--- config.mk ---
export PLATFORM = sky130hd
export DESIGN_NAME = fp_writeback_arbiter
export DESIGN_NICKNAME = d
export VERILOG_FILES = /design/src/rtl/fp_writeback_arbiter.sv
export SDC_FILE = /design/constraint.sdc
export NUM_CORES = 1
export LEC_CHECK = 0
export CELL_PAD_IN_SITES_DETAIL_PLACEMENT = 0
export CELL_PAD_IN_SITES_GLOBAL_PLACEMENT = 2
export CORE_ASPECT_RATIO = 2
export CORE_MARGIN = 5
export CORE_UTILIZATION = 44
export CTS_CLUSTER_SIZE = 14
export DETAILED_ROUTE_END_ITERATION = 6
export PLACE_DENSITY = 0.82
export SYNTH_ARGS = -nofsm -noshare
export SYNTH_HDL_FRONTEND = slang
export SYNTH_SLANG_ARGS = --single-unit
--- constraint.sdc ---
create_clock -name clk -period 3.3 [get_ports clk]
set_input_delay 0.99 -clock clk [delete_from_list [all_inputs] [get_ports clk]]
set_output_delay 0.99 -clock clk [all_outputs]
set_load 0.02 [all_outputs]
--- src/rtl/fp_writeback_arbiter.sv ---
// rtl/fp_writeback_arbiter.sv - two-source FP result write-back arbiter with RAW pending lookup
module fp_writeback_arbiter #(
  parameter int DEPTH = 4,
  parameter int PTR_W = 2
) (
  input  logic        clk,
  input  logic        reset,
  input  logic        fast_valid,
  output logic        fast_ready,
  input  logic [4:0]  fast_reg,
  input  logic [31:0] fast_data,
  input  logic        slow_valid,
  output logic        slow_ready,
  input  logic [4:0]  slow_reg,
  input  logic [31:0] slow_data,
  output logic        write_enable,
  output logic [4:0]  write_reg,
  output logic [31:0] write_data,
  input  logic [4:0]  query_reg1,
  input  logic [4:0]  query_reg2,
  output logic        pending1,
  output logic        pending2,
  output logic        idle
);

  localparam int CW = PTR_W + 1;
  localparam logic [PTR_W:0] FULL_COUNT = CW'(DEPTH);

  typedef enum logic {
    GRANT_FAST = 1'b0,
    GRANT_SLOW = 1'b1
  } grant_t;

  logic [4:0]       fast_reg_mem  [DEPTH];
  logic [31:0]      fast_data_mem [DEPTH];
  logic [4:0]       slow_reg_mem  [DEPTH];
  logic [31:0]      slow_data_mem [DEPTH];

  logic [PTR_W-1:0] fast_wr_ptr;
  logic [PTR_W-1:0] fast_rd_ptr;
  logic [PTR_W:0]   fast_count;
  logic [PTR_W-1:0] slow_wr_ptr;
  logic [PTR_W-1:0] slow_rd_ptr;
  logic [PTR_W:0]   slow_count;

  grant_t           last_grant;
  grant_t           last_grant_next;

  logic             fast_push;
  logic             slow_push;
  logic             fast_nonempty;
  logic             slow_nonempty;
  logic             grant_fast;
  logic             grant_slow;

  logic [DEPTH-1:0] fast_live;
  logic [DEPTH-1:0] slow_live;

  // A slot holds a buffered result when its distance from rd_ptr (mod DEPTH) is below count.
  function automatic logic slot_live(input logic [PTR_W-1:0] slot,
                                     input logic [PTR_W-1:0] rd_ptr,
                                     input logic [PTR_W:0]   count);
    logic [PTR_W-1:0] offset;
    offset = slot - rd_ptr;
    return ({1'b0, offset} < count);
  endfunction

  // Ready comes only from registered counts, so a full FIFO never accepts on the edge it pops.
  always_comb begin
    fast_ready    = reset && (fast_count != FULL_COUNT);
    slow_ready    = reset && (slow_count != FULL_COUNT);
    fast_push     = fast_valid && fast_ready;
    slow_push     = slow_valid && slow_ready;
    fast_nonempty = (fast_count != '0);
    slow_nonempty = (slow_count != '0);
  end

  // Round-robin on contention; a lone non-empty source is always granted.
  always_comb begin
    grant_fast      = 1'b0;
    grant_slow      = 1'b0;
    last_grant_next = last_grant;
    if (fast_nonempty && slow_nonempty) begin
      if (last_grant == GRANT_SLOW) begin
        grant_fast      = 1'b1;
        last_grant_next = GRANT_FAST;
      end else begin
        grant_slow      = 1'b1;
        last_grant_next = GRANT_SLOW;
      end
    end else if (fast_nonempty) begin
      grant_fast = 1'b1;
    end else if (slow_nonempty) begin
      grant_slow = 1'b1;
    end
  end

  // Fast FIFO pointers and occupancy.
  always_ff @(posedge clk) begin
    if (!reset) begin
      fast_wr_ptr <= '0;
      fast_rd_ptr <= '0;
      fast_count  <= '0;
    end else begin
      if (fast_push) fast_wr_ptr <= fast_wr_ptr + PTR_W'(1);
      if (grant_fast) fast_rd_ptr <= fast_rd_ptr + PTR_W'(1);
      case ({fast_push, grant_fast})
        2'b10:   fast_count <= fast_count + CW'(1);
        2'b01:   fast_count <= fast_count - CW'(1);
        default: fast_count <= fast_count;
      endcase
    end
  end

  // Slow FIFO pointers and occupancy.
  always_ff @(posedge clk) begin
    if (!reset) begin
      slow_wr_ptr <= '0;
      slow_rd_ptr <= '0;
      slow_count  <= '0;
    end else begin
      if (slow_push) slow_wr_ptr <= slow_wr_ptr + PTR_W'(1);
      if (grant_slow) slow_rd_ptr <= slow_rd_ptr + PTR_W'(1);
      case ({slow_push, grant_slow})
        2'b10:   slow_count <= slow_count + CW'(1);
        2'b01:   slow_count <= slow_count - CW'(1);
        default: slow_count <= slow_count;
      endcase
    end
  end

  // FIFO storage needs no reset: only slots inside count are ever read or matched.
  always_ff @(posedge clk) begin
    if (fast_push) begin
      fast_reg_mem[fast_wr_ptr]  <= fast_reg;
      fast_data_mem[fast_wr_ptr] <= fast_data;
    end
    if (slow_push) begin
      slow_reg_mem[slow_wr_ptr]  <= slow_reg;
      slow_data_mem[slow_wr_ptr] <= slow_data;
    end
  end

  // Registered write port and round-robin history; fast wins the first tie after reset.
  always_ff @(posedge clk) begin
    if (!reset) begin
      write_enable <= 1'b0;
      write_reg    <= '0;
      write_data   <= '0;
      last_grant   <= GRANT_SLOW;
    end else begin
      last_grant <= last_grant_next;
      if (grant_fast) begin
        write_enable <= 1'b1;
        write_reg    <= fast_reg_mem[fast_rd_ptr];
        write_data   <= fast_data_mem[fast_rd_ptr];
      end else if (grant_slow) begin
        write_enable <= 1'b1;
        write_reg    <= slow_reg_mem[slow_rd_ptr];
        write_data   <= slow_data_mem[slow_rd_ptr];
      end else begin
        write_enable <= 1'b0;
      end
    end
  end

  // Mark which storage slots currently hold uncommitted results.
  always_comb begin
    fast_live = '0;
    slow_live = '0;
    for (int j = 0; j < DEPTH; j++) begin
      fast_live[j] = slot_live(PTR_W'(j), fast_rd_ptr, fast_count);
      slow_live[j] = slot_live(PTR_W'(j), slow_rd_ptr, slow_count);
    end
  end

  // RAW lookup against both FIFOs and the write currently on the register-file port.
  always_comb begin
    pending1 = 1'b0;
    pending2 = 1'b0;
    if (reset) begin
      for (int j = 0; j < DEPTH; j++) begin
        if (fast_live[j] && (fast_reg_mem[j] == query_reg1)) pending1 = 1'b1;
        if (slow_live[j] && (slow_reg_mem[j] == query_reg1)) pending1 = 1'b1;
        if (fast_live[j] && (fast_reg_mem[j] == query_reg2)) pending2 = 1'b1;
        if (slow_live[j] && (slow_reg_mem[j] == query_reg2)) pending2 = 1'b1;
      end
      if (write_enable && (write_reg == query_reg1)) pending1 = 1'b1;
      if (write_enable && (write_reg == query_reg2)) pending2 = 1'b1;
    end
  end

  // Idle is forced while reset is held, since the registered state is about to be cleared.
  always_comb begin
    idle = !reset || ((fast_count == '0) && (slow_count == '0) && !write_enable);
  end

endmodule
==> results.py <==
metrics = {
    "setup_path": {
        "cp_max_fo": 5,
        "arrival_ns": 2.46,
        "crit_family": "buffers and inverters",
        "critPathLaunchType": "primary input",
        "startpoint": "query_reg1[2]",
        "critPathKind": "in -> out",
        "cp_num_cells": 9,
        "worstSetupEndpointType": "output pin",
        "r2r_start": "slow_count[2]",
        "cpPeakStageDelay_ns": 0.40,
        "crit_path_cell_trace": "dlygate4sd2_1, buf_6, buf_6, xor2_1, nor3_2, nand4_1, nand3_2, o41a_1, buf_6",
        "crit_buf_inv": 4,
        "crit_slowest_cell": "o41a_1",
        "crit_top_cell": "buf_6",
        "crit_required_ns": 2.31,
        "reg2reg_depth": 10,
    },
    "placement": {
        "dp.cells": 1433,
        "routabilityCongestion": 0.8910,
        "dp_hpwl_um": 24070,
        "post_dp_cell_area_um2": 17260,
        "io_buffers": 130,
    },
    "floorplanning": {
        "die_width_um": 141.2,
        "pin_count": 131,
        "fp.coreArea_um2": 34230,
        "num_rows": 96,
        "start_util_pct": 44.25,
        "die_area_um2": 38460,
        "die_y_um": 272.4,
    },
    "power_and_ir_drop": {
        "p_sw_mw": 4.130,
        "seqPwrFrac_pct": 42.3,
        "p_comb_share_pct": 32.0,
        "fin_total_pwr_mw": 13.39,
        "power-per-cell-area_nw_per_um2": 723.6,
        "p_sw_share_pct": 30.83,
        "leakage_nw": 6.672,
        "p_int_mw": 9.265,
        "clkPwrFrac_pct": 25.6,
        "ir_drop_uv": 581.9,
    },
    "detailed_routing": {
        "routedWlPerCell_um": 23.69,
        "drc": 0,
        "dr.pass1.iters": 4,
        "postRouteAntennaNets": 0,
        "wirelength_um": 35460,
        "vias_per_cell": 5.351,
        "first_iter_violations": 364,
        "via_count": 8011,
    },
    "timing": {
        "period_minus_slack_ns": 3.452,
        "rsz0062_at_grt": "yes",
        "setup_viol": 2,
        "setup-tns-final_ns": -0.2267,
        "hold_viol": 0,
        "layout_setup_ws_ns": -0.1518,
        "max_freq_mhz": 289.7,
        "worst_slew_pin_slew_ns": 0.9003,
        "post-route-period-util_pct": 104.6,
        "whs_ns": 0.4990,
        "fin_skew_ns": 0.02082,
        "slew_headroom_pct": 39.98,
        "drv_slew": 0,
    },
    "run_status": {
        "outcome": "finished with violations",
        "violations": "negative setup slack",
    },
    "yosys": {
        "synthArstFlopShare_pct": 0,
        "yosysSeqAreaShare_pct": 66.21,
        "ys_warn_count": 0,
        "syn_area_um2": 15150,
        "syn_nets": 950,
        "syn_avg_cell_area_um2": 17.99,
        "synth_area_leader_cell": "edfxtp_1",
        "syn_inst": 842,
        "synth-edff-count": 296,
        "synth_area_leaders": "edfxtp_1 (59%), mux4_1 (10%), dfxtp_1 (7.5%)",
        "ys_ff_latch": 353,
        "synthFlopType": "edfxtp_1",
        "synth_cell_type_count": 54,
        "synth_top_area_share_pct": 58.68,
    },
    "global_routing": {
        "grt.overflow.total": 0,
        "grt_usage_pct": 18.51,
        "grt_max_degree": 76,
        "grt_pass1_wl_um": 53140,
        "antenna_found_initial": 5,
        "grt_pass1_vias": 8640,
    },
    "flow_run": {
        "cap_violations": 0,
    },
    "clock_tree": {
        "htree_num_levels": 1,
        "cts_max_path_buffers": 3,
        "cts_root_buffer": "clkbuf_16",
        "cts_hold_buf": 0,
        "cts_inserted_buffers": 31,
        "cts_tree": "yes",
        "cts_sinks": 353,
        "clock_latency_ns": 0.58,
        "clkTransAtPathRegs_ns": 0.06,
    },
    "cells_and_area": {
        "fin_nets": 1137,
        "instances_no_fill": 1497,
        "drive_gt1_share_pct": 17.49,
        "top_regs": "fast_data_mem (128), slow_data_mem (128), write_data (32)",
        "area_growth_pct": 22.20,
        "final_area_um2": 18510,
    },
    "hold_path": {
        "hold_depth": 1,
        "min_from": "write_data[15]",
        "hp-class": "reg -> reg",
    },
}
## final cells by class
cell class	count	area, um^2
inverters	20	75.07
flip-flops and latches	353	10040
diodes	4	10.01
clock buffers	47	835.8
fillers	2744	15720
repair buffers	202	2026
multi-input cells	421	4855
clock inverters	9	116.4
well taps	441	551.8
## final timing paths
kind | slack (ns) | endpoint
min | 0.50 | write_data[15]
min reg2reg | 0.50 | write_data[15]
max reg2reg | 0.72 | slow_count[2]
max | -0.15 | pending1
## layout by cell type (no fill, tap or decap), types with 8 or more instances in the layout
master and instances:
edfxtp_1 296, clkdlybuf4s50_1 116, mux4_1 58, buf_4 54, xnor2_1 49, nand2_1 49
dfxtp_1 49, xor2_1 42, mux2i_1 37, o211a_1 37, clkbuf_16 31, mux4_2 16
ha_1 16, clkbuf_1 16, inv_1 15, and2_1 13, buf_12 12, nor3_1 10
nand4_1 10, and3_2 8, nand3_1 8, o21ai_0 8
## synth_stat cells, types with 2 or more instances
| cell | count |
|---|---|
| a31oi_1 | 2 |
| clkbuf_8 | 8 |
| and3_1 | 8 |
| mux4_1 | 58 |
| a21boi_1 | 2 |
| xor2_1 | 45 |
| fa_1 | 2 |
| a2111oi_0 | 2 |
| nor2b_1 | 2 |
| o211a_1 | 37 |
| nand3_1 | 9 |
| nor3_1 | 11 |
| o2111ai_1 | 2 |
| o211ai_1 | 5 |
| a21oi_1 | 4 |
| nand2b_1 | 2 |
| o31a_1 | 3 |
| ha_1 | 18 |
| buf_2 | 12 |
| dfxtp_1 | 57 |
| a21boi_0 | 3 |
| inv_1 | 18 |
| o21ai_0 | 8 |
| clkbuf_1 | 9 |
| buf_4 | 6 |
| buf_6 | 3 |
| edfxtp_1 | 296 |
| and2_1 | 13 |
| nand4_1 | 10 |
| or3_1 | 3 |
| inv_2 | 2 |
| mux4_2 | 16 |
| nand2_1 | 49 |
| xnor2_1 | 56 |
| clkbuf_4 | 3 |
| mux2i_1 | 37 |
| buf_12 | 4 |
## kinds of logic (layout without fill, tap and decap cells)
| logic type | count (synthesis) | after routing | share of synthesized area [%] |
|---|---|---|---|
| flops | 353 | 353 | 66.21 |
| simple gates | 113 | 113 | 3.775 |
| mux | 111 | 111 | 14.88 |
| fa+ha+maj | 20 | 20 | 1.751 |
| xor+xnor | 101 | 101 | 5.840 |
| compound gates | 76 | 76 | 4.312 |
| other cells | 0 | 4 | 0 |
| buf+inv | 68 | 278 | 3.229 |
## repair_timing
action                                  in CTS  in global routing
cloned                                       1                  0
endpoints found under the setup margin       3                  3
pin swaps                                   18                  1
resized for setup                           73                  5
setup buffers                                5                  0
## worst reg2reg max path, cell delays in order (launching register included)
cell      delay, ns
dfxtp_1        0.46
inv_2          0.16
o31a_1         0.38
and2_1         0.21
inv_1          0.09
ha_1           0.18
inv_1          0.06
fa_1           0.37
xor2_1         0.16
or3_1          0.30
a21boi_0       0.15
## layer usage
metal	vias up	track usage [%]	part of all wire (%)
met1	4091	20.51	37
met5	-	0	0.020
met4	2	8.142	3.8
met2	158	34.80	56
met3	58	2.424	3.6
li1	3702	-	-
## power groups by stage
stage	Clock, mW	Combinational, mW	Sequential [mW]
finish	3.43	4.29	5.67
floorplan	0	2.72	5.81
detailed placement	0	4.26	5.75
global placement	0	4.23	5.74
global route	3.72	4.63	5.73
CTS	3.52	4.37	5.68
## through the flow
stage / util [%] / setup WS, ns
floorplan: - / 0.1643
global placement: 50.41 / -1.103
detailed placement: 50.41 / -1.049
CTS: 54.01 / -0.1551
global route: 54.08 / -0.1903
finish: 54.08 / -0.1518
(Power assumes the default switching activity.)
